[config.mk]
export PLATFORM = sky130hd
export DESIGN_NAME = mul_seq
export DESIGN_NICKNAME = d
export VERILOG_FILES = /design/src/rtl/mul_seq.sv
export SDC_FILE = /design/constraint.sdc
export NUM_CORES = 1
export LEC_CHECK = 0
export ABC_AREA = 1
export BUFFER_PORTS_ARGS = -buffer_cell sky130_fd_sc_hd__buf_4
export CAP_MARGIN = 40
export CORE_UTILIZATION = 39
export CTS_BUF_LIST = sky130_fd_sc_hd__clkbuf_8 sky130_fd_sc_hd__clkbuf_16
export CTS_CLUSTER_DIAMETER = 60
export CTS_CLUSTER_SIZE = 16
export DETAILED_ROUTE_END_ITERATION = 10
export PLACE_DENSITY = 0.68
export REMOVE_ABC_BUFFERS = 1
export SLEW_MARGIN = 20
export SYNTH_ARGS = -nofsm -noshare
export SYNTH_HDL_FRONTEND = slang
export SYNTH_SLANG_ARGS = --single-unit
[constraint.sdc]
create_clock -name i_clk -period 7.2 [get_ports i_clk]
set_input_delay 1.44 -clock i_clk [delete_from_list [all_inputs] [get_ports i_clk]]
set_output_delay 1.44 -clock i_clk [all_outputs]
set_load 0.01 [all_outputs]
[src/rtl/mul_seq.sv]
// RV32M multiply sequencer: sign-fix, 32 shift-add steps and result negation on a shared external adder.
// Fixed 37-cycle busy window, done pulses one cycle later; i_start is ignored while busy (no queueing).
module mul_seq (
    input  logic        i_clk,
    input  logic        i_reset,
    input  logic        i_start,
    input  logic [1:0]  i_op,
    input  logic [31:0] i_rs1,
    input  logic [31:0] i_rs2,
    output logic        o_busy,
    output logic        o_done,
    output logic [31:0] o_result,
    output logic [31:0] o_add_a,
    output logic [31:0] o_add_b,
    output logic        o_add_cin,
    input  logic [31:0] i_add_sum,
    input  logic        i_add_cout
);

    localparam logic [2:0] ST_IDLE   = 3'd0;
    localparam logic [2:0] ST_NEG_A  = 3'd1;
    localparam logic [2:0] ST_NEG_B  = 3'd2;
    localparam logic [2:0] ST_ITER   = 3'd3;
    localparam logic [2:0] ST_FIX_LO = 3'd4;
    localparam logic [2:0] ST_FIX_HI = 3'd5;
    localparam logic [2:0] ST_DONE   = 3'd6;

    localparam logic [1:0] OP_MUL    = 2'b00;
    localparam logic [1:0] OP_MULH   = 2'b01;
    localparam logic [1:0] OP_MULHSU = 2'b10;

    logic [2:0]  state_q,  state_d;
    logic [1:0]  op_q,     op_d;
    logic [31:0] rs1_q,    rs1_d;
    logic [31:0] rs2_q,    rs2_d;
    logic        sa_q,     sa_d;
    logic        sb_q,     sb_d;
    logic        nr_q,     nr_d;
    logic [31:0] mcand_q,  mcand_d;
    logic [31:0] lo_q,     lo_d;
    logic [31:0] hi_q,     hi_d;
    logic [4:0]  cnt_q,    cnt_d;
    logic        c_q,      c_d;
    logic [31:0] result_q, result_d;
    logic        done_q,   done_d;

    logic [31:0] add_a;
    logic [31:0] add_b;
    logic        add_cin;

    always_comb begin
        state_d  = state_q;
        op_d     = op_q;
        rs1_d    = rs1_q;
        rs2_d    = rs2_q;
        sa_d     = sa_q;
        sb_d     = sb_q;
        nr_d     = nr_q;
        mcand_d  = mcand_q;
        lo_d     = lo_q;
        hi_d     = hi_q;
        cnt_d    = cnt_q;
        c_d      = c_q;
        result_d = result_q;
        done_d   = 1'b0;
        add_a    = 32'd0;
        add_b    = 32'd0;
        add_cin  = 1'b0;

        case (state_q)
            ST_IDLE: begin
                if (i_start) begin
                    op_d    = i_op;
                    rs1_d   = i_rs1;
                    rs2_d   = i_rs2;
                    sa_d    = i_rs1[31] & ((i_op == OP_MULH) | (i_op == OP_MULHSU));
                    sb_d    = i_rs2[31] & (i_op == OP_MULH);
                    nr_d    = (i_rs1[31] & ((i_op == OP_MULH) | (i_op == OP_MULHSU)))
                            ^ (i_rs2[31] & (i_op == OP_MULH));
                    state_d = ST_NEG_A;
                end
            end
            ST_NEG_A: begin
                // Unsigned operands still pass through the adder so latency never depends on data.
                add_a   = sa_q ? ~rs1_q : rs1_q;
                add_cin = sa_q;
                mcand_d = i_add_sum;
                state_d = ST_NEG_B;
            end
            ST_NEG_B: begin
                add_a   = sb_q ? ~rs2_q : rs2_q;
                add_cin = sb_q;
                lo_d    = i_add_sum;
                hi_d    = 32'd0;
                cnt_d   = 5'd31;
                state_d = ST_ITER;
            end
            ST_ITER: begin
                // Multiplier bits shift out of lo while product bits shift into its top.
                add_a = hi_q;
                add_b = lo_q[0] ? mcand_q : 32'd0;
                hi_d  = {i_add_cout, i_add_sum[31:1]};
                lo_d  = {i_add_sum[0], lo_q[31:1]};
                cnt_d = cnt_q - 5'd1;
                if (cnt_q == 5'd0) begin
                    state_d = ST_FIX_LO;
                end
            end
            ST_FIX_LO: begin
                add_a   = nr_q ? ~lo_q : lo_q;
                add_cin = nr_q;
                lo_d    = i_add_sum;
                c_d     = i_add_cout;
                state_d = ST_FIX_HI;
            end
            ST_FIX_HI: begin
                add_a   = nr_q ? ~hi_q : hi_q;
                add_cin = nr_q & c_q;
                hi_d    = i_add_sum;
                state_d = ST_DONE;
            end
            ST_DONE: begin
                result_d = (op_q == OP_MUL) ? lo_q : hi_q;
                done_d   = 1'b1;
                state_d  = ST_IDLE;
            end
            default: begin
                state_d = ST_IDLE;
            end
        endcase
    end

    always_ff @(posedge i_clk or posedge i_reset) begin
        if (i_reset) begin
            state_q  <= ST_IDLE;
            op_q     <= 2'd0;
            rs1_q    <= 32'd0;
            rs2_q    <= 32'd0;
            sa_q     <= 1'b0;
            sb_q     <= 1'b0;
            nr_q     <= 1'b0;
            mcand_q  <= 32'd0;
            lo_q     <= 32'd0;
            hi_q     <= 32'd0;
            cnt_q    <= 5'd0;
            c_q      <= 1'b0;
            result_q <= 32'd0;
            done_q   <= 1'b0;
        end else begin
            state_q  <= state_d;
            op_q     <= op_d;
            rs1_q    <= rs1_d;
            rs2_q    <= rs2_d;
            sa_q     <= sa_d;
            sb_q     <= sb_d;
            nr_q     <= nr_d;
            mcand_q  <= mcand_d;
            lo_q     <= lo_d;
            hi_q     <= hi_d;
            cnt_q    <= cnt_d;
            c_q      <= c_d;
            result_q <= result_d;
            done_q   <= done_d;
        end
    end

    assign o_busy    = (state_q != ST_IDLE);
    assign o_done    = done_q;
    assign o_result  = result_q;
    assign o_add_a   = add_a;
    assign o_add_b   = add_b;
    assign o_add_cin = add_cin;

endmodule

==> results of run 1 <==
final timing paths:
path,from,cells after the start,slack [ns],to
max,nr_q,9,2.95,o_add_a[24]
min,cnt_q[3],1,0.48,cnt_q[3]
max reg2reg,state_q[0],8,4.35,lo_q[16]
min reg2reg,cnt_q[3],1,0.48,cnt_q[3]
max in group asynchronous,i_reset,5,4.78,mcand_q[28]
min in group asynchronous,i_reset,2,0.95,rs2_q[1]
sequential cells by signal, summed over array words and instances (netlist names):
signal	cells
lo_q	32
o_done	1
rs1_q	32
mcand_q	32
o_result	32
sb_q	1
nr_q	1
c_q	1
cnt_q	5
hi_q	32
sa_q	1
op_q	2
state_q	3
rs2_q	32
critical path: cells and delay by family (launching register included):
family / cells / cell delay [ns]
buf+inv: 4 / 1.35
simple gates: 5 / 0.49
flops: 1 / 0.38
cell type report:
cell class              instances  area (um^2)  area share, %
multi-input cells            1284         5470           37.8
flip-flops and latches        207         5180           35.8
repair buffers                223         1780           12.3
inverters                     184          702           4.85
clock buffers                  25          626           4.32
well taps                     390          488           3.37
clock inverters                19          228           1.57
kinds of logic after synthesis:
| family | after synthesis | share of synthesized area (%) |
|---|---|---|
| xor+xnor | 32 | 2.37 |
| flops | 207 | 43.9 |
| buf+inv | 285 | 10.0 |
| compound gates | 162 | 7.57 |
| fa+ha+maj | 2 | 0.212 |
| simple gates | 1088 | 35.9 |
per-stage QoR:
stage	utilization [%]	setup slack [ns]	cell area, um^2	hold slack, ns
finish	48.7	2.95	14500	0.482
CTS	48.7	2.92	14500	0.485
global route	48.7	2.74	14500	0.521
detailed placement	45.9	3.48	13600	0.466
floorplan	-	0.108	11300	0.440
global placement	45.3	2.90	13500	0.460
power groups by stage:
stage          Clock [uW]  Sequential, uW  Combinational [uW]
2_1_floorplan           0            2090                2140
3_3_place_gp            0            2110                3440
3_5_place_dp            0            2100                3620
4_1_cts              1330            2090                3640
5_1_grt              1380            2160                4090
6_report             1310            2090                3610
per-layer routing:
layer	wire length [um]	share of wire [%]	up-vias	track usage [%]
met5	14	0.038	-	0
met4	1000	2.7	2	7.32
met3	2100	5.6	65	3.53
met2	17800	48	336	41.9
met1	16300	44	5396	31.9
li1	-	-	5677	-
placed cells by master, fill, tap and decap left out, types with 3 or more instances in the layout:
cell type,n
inv_6,6
o21ai_0,103
clkinv_2,4
nor2_4,4
inv_2,3
o211ai_1,32
buf_4,216
buf_12,4
dfrtp_2,3
clkinv_8,4
nand2_2,4
a21oi_1,24
clkbuf_16,25
nor2_1,249
nand4_1,4
inv_1,178
xor2_1,31
buf_16,3
nand3_1,69
inv_8,3
nand2_1,752
dfrtp_1,204
==> impl_metrics.py, run 1 <==
metrics = {
    "routing": {
        "initialDrtViolationCount": 716,
        "via_per_inst": 4.92,
        "remaining_drc_errors": 0,
        "drtPass1Iterations": 5,
        "num_vias": 11500,
        "ant_nets": 0,
        "wl_um": 37200,
        "drt-wirelength-per-cell_um": 15.9,
    },
    "grt": {
        "gr-usage-all-layers_pct": 24.5,
        "antenna_found_initial": 1,
        "grt_pass1_wl_um": 59700,
        "overflow": 0,
        "grt_max_degree": 83,
        "grt_pass1_vias": 11100,
    },
    "setup_path": {
        "cp-start-kind": "flip-flop",
        "required_ns": 5.76,
        "worstSetupPathType": "reg2out",
        "cp_common_cell": "buf_4",
        "critPathMaxStageDelay_ns": 0.58,
        "crit_chain": "buf_4 > inv_2 > buf_4 > nand2_1 > nand2_1 > nor2_1 > nor2_1 > nand3_1 > buf_4",
        "worst_path_max_delay_cell": "buf_4",
        "crit_arrival_ns": 2.81,
        "worstSetupEndpointType": "output port",
        "crit_path_max_fanout": 67,
    },
    "power": {
        "p_per_area_mw_per_mm2": 484,
        "swShare_pct": 46.5,
        "clkPwrFrac_pct": 18.6,
        "finalPower_uw": 7000,
        "pwr-share-comb_pct": 51.6,
        "p_int_uw": 3740,
        "vdd_ir_drop_max_mv": 0.220,
        "p_seq_share_pct": 29.8,
        "power_leakage_uw": 0.00775,
        "p_switching_uw": 3260,
    },
    "sta": {
        "relSlewSlack_pct": 45.4,
        "setup_viol": 0,
        "timing.setup.tns_ns": 0,
        "drv_slew": 0,
        "rsz0062_at_grt": "no",
        "hold_violations": 0,
        "clock.fmax_mhz": 235,
        "clock_skew_ns": 0.0180,
        "period_share_pct": 59.0,
        "finalCriticalPeriod_ns": 4.25,
        "max_slew.worst_pin.slew_ns": 0.820,
    },
    "layout": {
        "fillCellCount": 2997,
        "layout.nets": 2028,
        "drive_gt1_share_pct": 14.8,
        "area_growth_pct": 22.7,
        "antenna_cells": 0,
        "stdcell_count": 2332,
    },
    "clock_network": {
        "clkLatencyLatePin_ns": 0.53,
        "cts_sinks": 207,
        "cts.path.max_buffers": 3,
        "cts_tree": "yes",
        "h-tree-depth": 1,
        "post_cts_buffers": 0,
        "hold_buffers": 0,
        "root_buffer": "clkbuf_16",
        "path_clk_slew_ns": 0.06,
        "numCtsBuffers": 24,
        "ctsResizeCount": 0,
    },
    "logic_synthesis": {
        "synthTopCellsByArea": "dfrtp_1 44%, nand2_1 24%, nor2_1 8.0%",
        "synth_area_per_cell_um2": 6.65,
        "post_synth_inst_count": 1776,
        "synth-edff-count": 0,
        "synth_flop_cell": "dfrtp_1",
        "async_flop_share_pct": 100,
        "synth-seq-cells": 207,
        "synth_top_cell_by_area": "dfrtp_1",
        "yosysWarnings": 0,
        "yosysMostFrequentCell": "nand2_1",
        "yosysTopAreaCellShare_pct": 43.9,
        "synth.distinct_cells": 28,
        "synth-seq-area-share_pct": 43.9,
        "netlist_area_mm2": 0.0118,
        "synth_commonest_cells": "753 x nand2_1, 250 x nor2_1, 207 x dfrtp_1",
    },
    "floorplanning": {
        "die_w_um": 176,
        "die_area_mm2": 0.0310,
        "io_pins": 201,
        "num_rows": 63,
        "core-area_mm2": 0.0297,
        "start_util_pct": 39.7,
        "die_y_um": 176,
    },
    "placement": {
        "numPortBuffers": 200,
        "place_congestion": 0.810,
        "place_hpwl_um": 23200,
        "dp.cells": 2288,
    },
    "outcome": {
        "status": "complete, no violations",
    },
    "hold_path": {
        "hold_path_class": "reg2reg",
    },
    "run": {
        "cap_violations": 0,
    },
}
No activity file was read; power rests on OpenSTA's default activity.
==> inputs of run 2 (changes only) <==
Settings changed: ABC_AREA 1 to 0, PLACE_DENSITY 0.68 to 0.66.
Clock period 7.2 ns to 4.2 ns, I/O delays scaled along.
==> impl_metrics.py, run 2 <==
metrics = {
    "hold_path": {
        "hold_path_class": "in2async",
    },
    "routing": {
        "via_per_inst": 5.39,
        "drt-wirelength-per-cell_um": 19.8,
        "remaining_drc_errors": 0,
        "initialDrtViolationCount": 849,
        "drtPass1Iterations": 5,
        "num_vias": 9498,
        "ant_nets": 0,
        "wl_um": 34800,
    },
    "run": {
        "cap_violations": 0,
    },
    "setup_path": {
        "worstSetupPathType": "reg2out",
        "worst_path_max_delay_cell": "dfrtp_2",
        "cp-start-kind": "flip-flop",
        "required_ns": 3.36,
        "cp_common_cell": "buf_4",
        "crit_arrival_ns": 2.82,
        "worstSetupEndpointType": "output port",
        "crit_path_max_fanout": 33,
        "crit_chain": "or3b_1 > buf_4 > o22a_1 > nand3_1 > buf_4",
        "critPathMaxStageDelay_ns": 0.74,
    },
    "grt": {
        "gr-usage-all-layers_pct": 23.6,
        "antenna_found_initial": 0,
        "overflow": 0,
        "grt_pass1_vias": 9332,
        "grt_pass1_wl_um": 53900,
        "grtUsageMet2_pct": 37.0,
        "grt.met3_usage_pct": 2.56,
        "gr-usage-met1_pct": 34.2,
        "grt_max_degree": 90,
        "globalRoute.busiestLayer": "met2",
    },
    "sta": {
        "max_slew.worst_pin.slew_ns": 0.848,
        "clock_skew_ns": 0.0184,
        "period_share_pct": 87.2,
        "hold_violations": 0,
        "drv_slew": 0,
        "clock.fmax_mhz": 273,
        "relSlewSlack_pct": 43.3,
        "finalCriticalPeriod_ns": 3.66,
        "timing.setup.tns_ns": 0,
        "rsz0062_at_grt": "no",
        "setup_viol": 0,
    },
    "layout": {
        "final_common_cell": "nand2_1",
        "drive_gt1_share_pct": 22.4,
        "final_cell_mix": "332 x nand2_1, 228 x buf_4, 201 x dfrtp_1",
        "design_area_mm2": 0.0138,
        "area_growth_pct": 22.0,
        "layout.nets": 1473,
        "final_util_pct": 49.0,
    },
    "floorplanning": {
        "die_area_mm2": 0.0297,
        "die_w_um": 172,
        "io_pins": 201,
        "core-area_mm2": 0.0282,
        "num_rows": 61,
        "start_util_pct": 40.2,
        "die_y_um": 172,
    },
    "power": {
        "swShare_pct": 35.0,
        "p_switching_uw": 2520,
        "pwr-share-comb_pct": 32.4,
        "p_int_uw": 4690,
        "p_per_area_mw_per_mm2": 523,
        "power_leakage_uw": 0.00688,
        "clkPwrFrac_pct": 26.3,
        "p_seq_share_pct": 41.3,
        "vdd_ir_drop_max_mv": 0.223,
    },
    "clock_network": {
        "cts_tree": "yes",
        "h-tree-depth": 1,
        "post_cts_buffers": 0,
        "hold_buffers": 0,
        "cts_sinks": 207,
        "root_buffer": "clkbuf_16",
        "numCtsBuffers": 21,
        "cts.path.max_buffers": 3,
        "clkLatencyLatePin_ns": 0.52,
        "ctsResizeCount": 0,
        "path_clk_slew_ns": 0.07,
    },
    "placement": {
        "numPortBuffers": 200,
        "place_congestion": 0.799,
        "place_area_mm2": 0.0131,
        "place_hpwl_um": 23600,
    },
    "logic_synthesis": {
        "synth-edff-count": 0,
        "synth.distinct_cells": 48,
        "synth_commonest_cells": "332 x nand2_1, 207 x dfrtp_1, 66 x xor2_1",
        "yosysTopAreaCellShare_pct": 45.8,
        "synth_flop_cell": "dfrtp_1",
        "synth_area_per_cell_um2": 9.29,
        "post_synth_inst_count": 1218,
        "netlist_area_mm2": 0.0113,
        "yosysWarnings": 0,
        "synth-seq-area-share_pct": 45.8,
        "synth_top_cell_by_area": "dfrtp_1",
        "synthTopCellsByArea": "dfrtp_1 46%, nand2_1 11%, xor2_1 5.1%",
        "synth-seq-cells": 207,
        "async_flop_share_pct": 100,
        "yosysMostFrequentCell": "nand2_1",
    },
    "outcome": {
        "status": "complete, no violations",
    },
}
==> run 2: cell count changes in the layout (fill, tap and decap cells not counted), moves of 45 or more <==
cell and change:
nor2_1 -243, o21ai_0 -46, nand3_1 -45, and2_1 +53
inv_1 -171, a22oi_1 +57, nand2_1 -420
==> run 2: area by class of cell <==
cell class	instances	area, um^2
Fill cell	2683	14400
Multi-Input combinational cell	899	5580
Sequential cell	207	5190
Timing Repair Buffer	234	1850
Clock buffer	23	553
Tap cell	378	473
Clock inverter	14	126
Inverter	6	30.0
Antenna cell	1	2.50
==> run 2: worst paths after layout <==
path	cells past startpoint	slack (ns)	start	endpoint
setup / recovery	5	0.54	state_q[2]	o_add_a[28]
min in group i_clk	2	0.47	mcand_q[31]	mcand_q[31]
hold reg to reg	2	0.47	mcand_q[31]	mcand_q[31]
max in group asynchronous	4	2.81	i_reset	rs2_q[1]
setup reg to reg	5	1.50	state_q[2]	lo_q[30]
hold / removal	2	0.27	i_reset	rs1_q[12]
==> run 2: per-stage QoR <==
stage | cells | power (uW) | hold slack [ns] | setup WS (ns)
2_1_floorplan | 1112 | 4330 | 0.437 | -2.29
3_3_place_gp | 1720 | 5280 | 0.452 | 1.13
3_5_place_dp | 1722 | 5330 | 0.455 | 1.10
4_1_cts | 1759 | 7250 | 0.273 | 0.554
5_1_grt | 1761 | 7620 | 0.294 | 0.456
6_report | 1762 | 7210 | 0.273 | 0.538
==> run 2: critical path: cells and delay by family, from the launching register on <==
family / cells / cell delay (ns)
AOI/OAI and AO/OA: 1 / 0.24
buffers and inverters: 2 / 0.50
DFF: 1 / 0.74
and+or+nand+nor: 2 / 0.83
==> run 2: power groups by stage <==
stage	Sequential, uW	Combinational (uW)	Clock (uW)
2_1_floorplan	2900	1430	0
3_3_place_gp	2990	2290	0
3_5_place_dp	3010	2320	0
4_1_cts	2970	2340	1940
5_1_grt	3050	2560	2010
6_report	2980	2340	1890
==> run 2: kinds of logic (layout without fill, tap and decap cells) <==
family / count (synthesis) / count (layout) / synth area share, %
flops: 207 / 207 / 45.8
simple gates: 474 / 474 / 18.9
mux: 59 / 59 / 5.84
fa+ha+maj: 2 / 2 / 0.221
buf+inv: 112 / 277 / 5.37
xor+xnor: 101 / 101 / 7.82
other cells: 0 / 1 / 0
compound gates: 263 / 263 / 16.1
==> run 2: layer usage <==
| metal | routed length, um | part of all wire [%] |
|---|---|---|
| met1 | 16200 | 47 |
| met5 | 0 | 0 |
| met3 | 1970 | 5.7 |
| met4 | 633 | 1.8 |
| met2 | 16000 | 46 |
==> inputs of run 3 (changes only) <==
Settings changed: CORE_ASPECT_RATIO set to 1.1.
==> impl_metrics.py, run 3 (synthesis gave the netlist of run 2 again) <==
metrics = {
    "routing": {
        "initialDrtViolationCount": 623,
        "drtPass1Iterations": 5,
        "ant_nets": 0,
        "drt-wirelength-per-cell_um": 19.8,
        "num_vias": 9569,
        "via_per_inst": 5.46,
        "wl_um": 34600,
        "remaining_drc_errors": 0,
    },
    "setup_path": {
        "crit_cells": 6,
        "r2r-start": "state_q[2]",
        "r2r-end": "lo_q[6]",
        "cp-start-kind": "flip-flop",
        "reg2reg_depth": 5,
        "required_ns": 3.36,
        "rrSetupSlack_ns": 1.62,
        "cp-startpoint": "state_q[0]",
        "worstSetupEndpointType": "output port",
        "worstSetupPathType": "reg2out",
        "setup.worst_path.end": "o_add_cin",
        "worst_path_max_delay_cell": "dfrtp_2",
        "crit_arrival_ns": 2.83,
        "crit_chain": "buf_4 > nor2b_4 > buf_4 > a32oi_1 > o21ai_0 > buf_4",
        "cp_common_cell": "buf_4",
        "crit_path_max_fanout": 40,
        "crit_buf_inv": 3,
        "critPathMaxStageDelay_ns": 0.61,
        "crit_family": "buffers and inverters",
    },
    "floorplanning": {
        "start_util_pct": 39.5,
        "num_rows": 65,
        "die_y_um": 181,
        "io_pins": 201,
        "die_area_mm2": 0.0297,
        "die_w_um": 164,
        "core-area_mm2": 0.0286,
    },
    "layout": {
        "register_area_mm2": 0.00519,
        "fillCellCount": 2768,
        "final_util_pct": 48.0,
        "final_cell_mix": "332 x nand2_1, 230 x buf_4, 201 x dfrtp_1",
        "final_common_cell": "nand2_1",
        "drive_gt1_share_pct": 22.4,
        "layout.nets": 1474,
        "area_growth_pct": 21.4,
        "multi_input_area_mm2": 0.00558,
    },
    "clock_network": {
        "root_buffer": "clkbuf_16",
        "cts_sinks": 207,
        "hold_buffers": 0,
        "clkLatencyLatePin_ns": 0.51,
        "h-tree-depth": 1,
        "numCtsBuffers": 19,
        "cts.path.max_buffers": 3,
        "path_clk_slew_ns": 0.07,
        "cts_tree": "yes",
        "post_cts_buffers": 0,
        "ctsResizeCount": 0,
    },
    "power": {
        "p_per_area_mw_per_mm2": 511,
        "p_switching_uw": 2460,
        "power_leakage_uw": 0.00685,
        "swShare_pct": 35.0,
        "p_int_uw": 4560,
        "pwr-share-comb_pct": 33.1,
        "vdd_ir_drop_max_mv": 0.346,
        "clkPwrFrac_pct": 24.5,
        "finalPower_uw": 7020,
        "p_seq_share_pct": 42.3,
    },
    "sta": {
        "period_share_pct": 87.4,
        "whs_ns": 0.295,
        "clock_skew_ns": 0.0142,
        "clock.fmax_mhz": 272,
        "drv_slew": 0,
        "setup_viol": 0,
        "timing.setup.tns_ns": 0,
        "hold_violations": 0,
        "relSlewSlack_pct": 50.1,
        "max_slew.worst_pin.slew_ns": 0.749,
        "finalCriticalPeriod_ns": 3.67,
        "rsz0062_at_grt": "no",
    },
    "grt": {
        "gr-usage-all-layers_pct": 23.4,
        "grt_pass1_vias": 9517,
        "grt_max_degree": 99,
        "overflow": 0,
        "grt_pass1_wl_um": 54200,
        "antenna_found_initial": 1,
    },
    "run": {
        "cap_violations": 0,
    },
    "hold_path": {
        "hold_path_class": "in2async",
    },
    "placement": {
        "place_hpwl_um": 23000,
        "numPortBuffers": 200,
        "place_congestion": 0.807,
    },
    "outcome": {
        "status": "complete, no violations",
    },
}
==> run 3: cell types whose count changed in the layout (fill, tap and decap cells not counted), sizes merged <==
cell | previous run | this run
bufinv | 1 | 0
clkinv | 4 | 3
buf | 234 | 237
clkbuf | 23 | 22
clkinvlp | 1 | 2
inv | 14 | 12
==> run 3: worst min path at each step <==
stage | slack (ns) | startpoint | cells past startpoint | endpoint
finish | 0.30 | i_reset | 2 | o_result[22]
global route | 0.31 | i_reset | 2 | o_result[22]
CTS | 0.30 | i_reset | 2 | o_result[22]
detailed placement | 0.45 | mcand_q[14] | 2 | mcand_q[14]
global placement | 0.45 | mcand_q[28] | 2 | mcand_q[28]
floorplan | 0.44 | mcand_q[0] | 2 | mcand_q[0]
==> run 3: through the flow <==
step	std cells	instance area, um^2	setup slack (ns)
after floorplan	1112	10700	-2.29
after global placement	1710	13000	1.01
after detailed placement	1715	13100	1.10
after CTS	1748	13700	0.544
after global routing	1751	13700	0.411
final	1751	13700	0.528
==> run 3: area by class of cell <==
class                      instances  share of cell area (%)
clock inverter                    11                   0.547
antenna                            1                  0.0182
timing repair buffer             237                    13.7
tap                              368                    3.35
clock buffer                      22                    3.76
inverter                           6                   0.219
sequential                       207                    37.8
multi-input combinational        899                    40.6
==> run 3: metal layers <==
layer  track usage (%)  up-vias  wire length [um]
met4              9.91        0              1330
met1              31.7     4662             15100
met3              3.34       76              2160
li1                  -     4484                 -
met5                 0        -                 0
met2              37.3      347             16000
==> run 3: power groups by stage <==
| stage | clock network, uW | registers [uW] | logic [uW] |
|---|---|---|---|
| 2_1_floorplan | 0 | 2900 | 1430 |
| 3_3_place_gp | 0 | 2990 | 2240 |
| 3_5_place_dp | 0 | 3000 | 2300 |
| 4_1_cts | 1760 | 2970 | 2320 |
| 5_1_grt | 1820 | 3040 | 2560 |
| 6_report | 1720 | 2970 | 2320 |
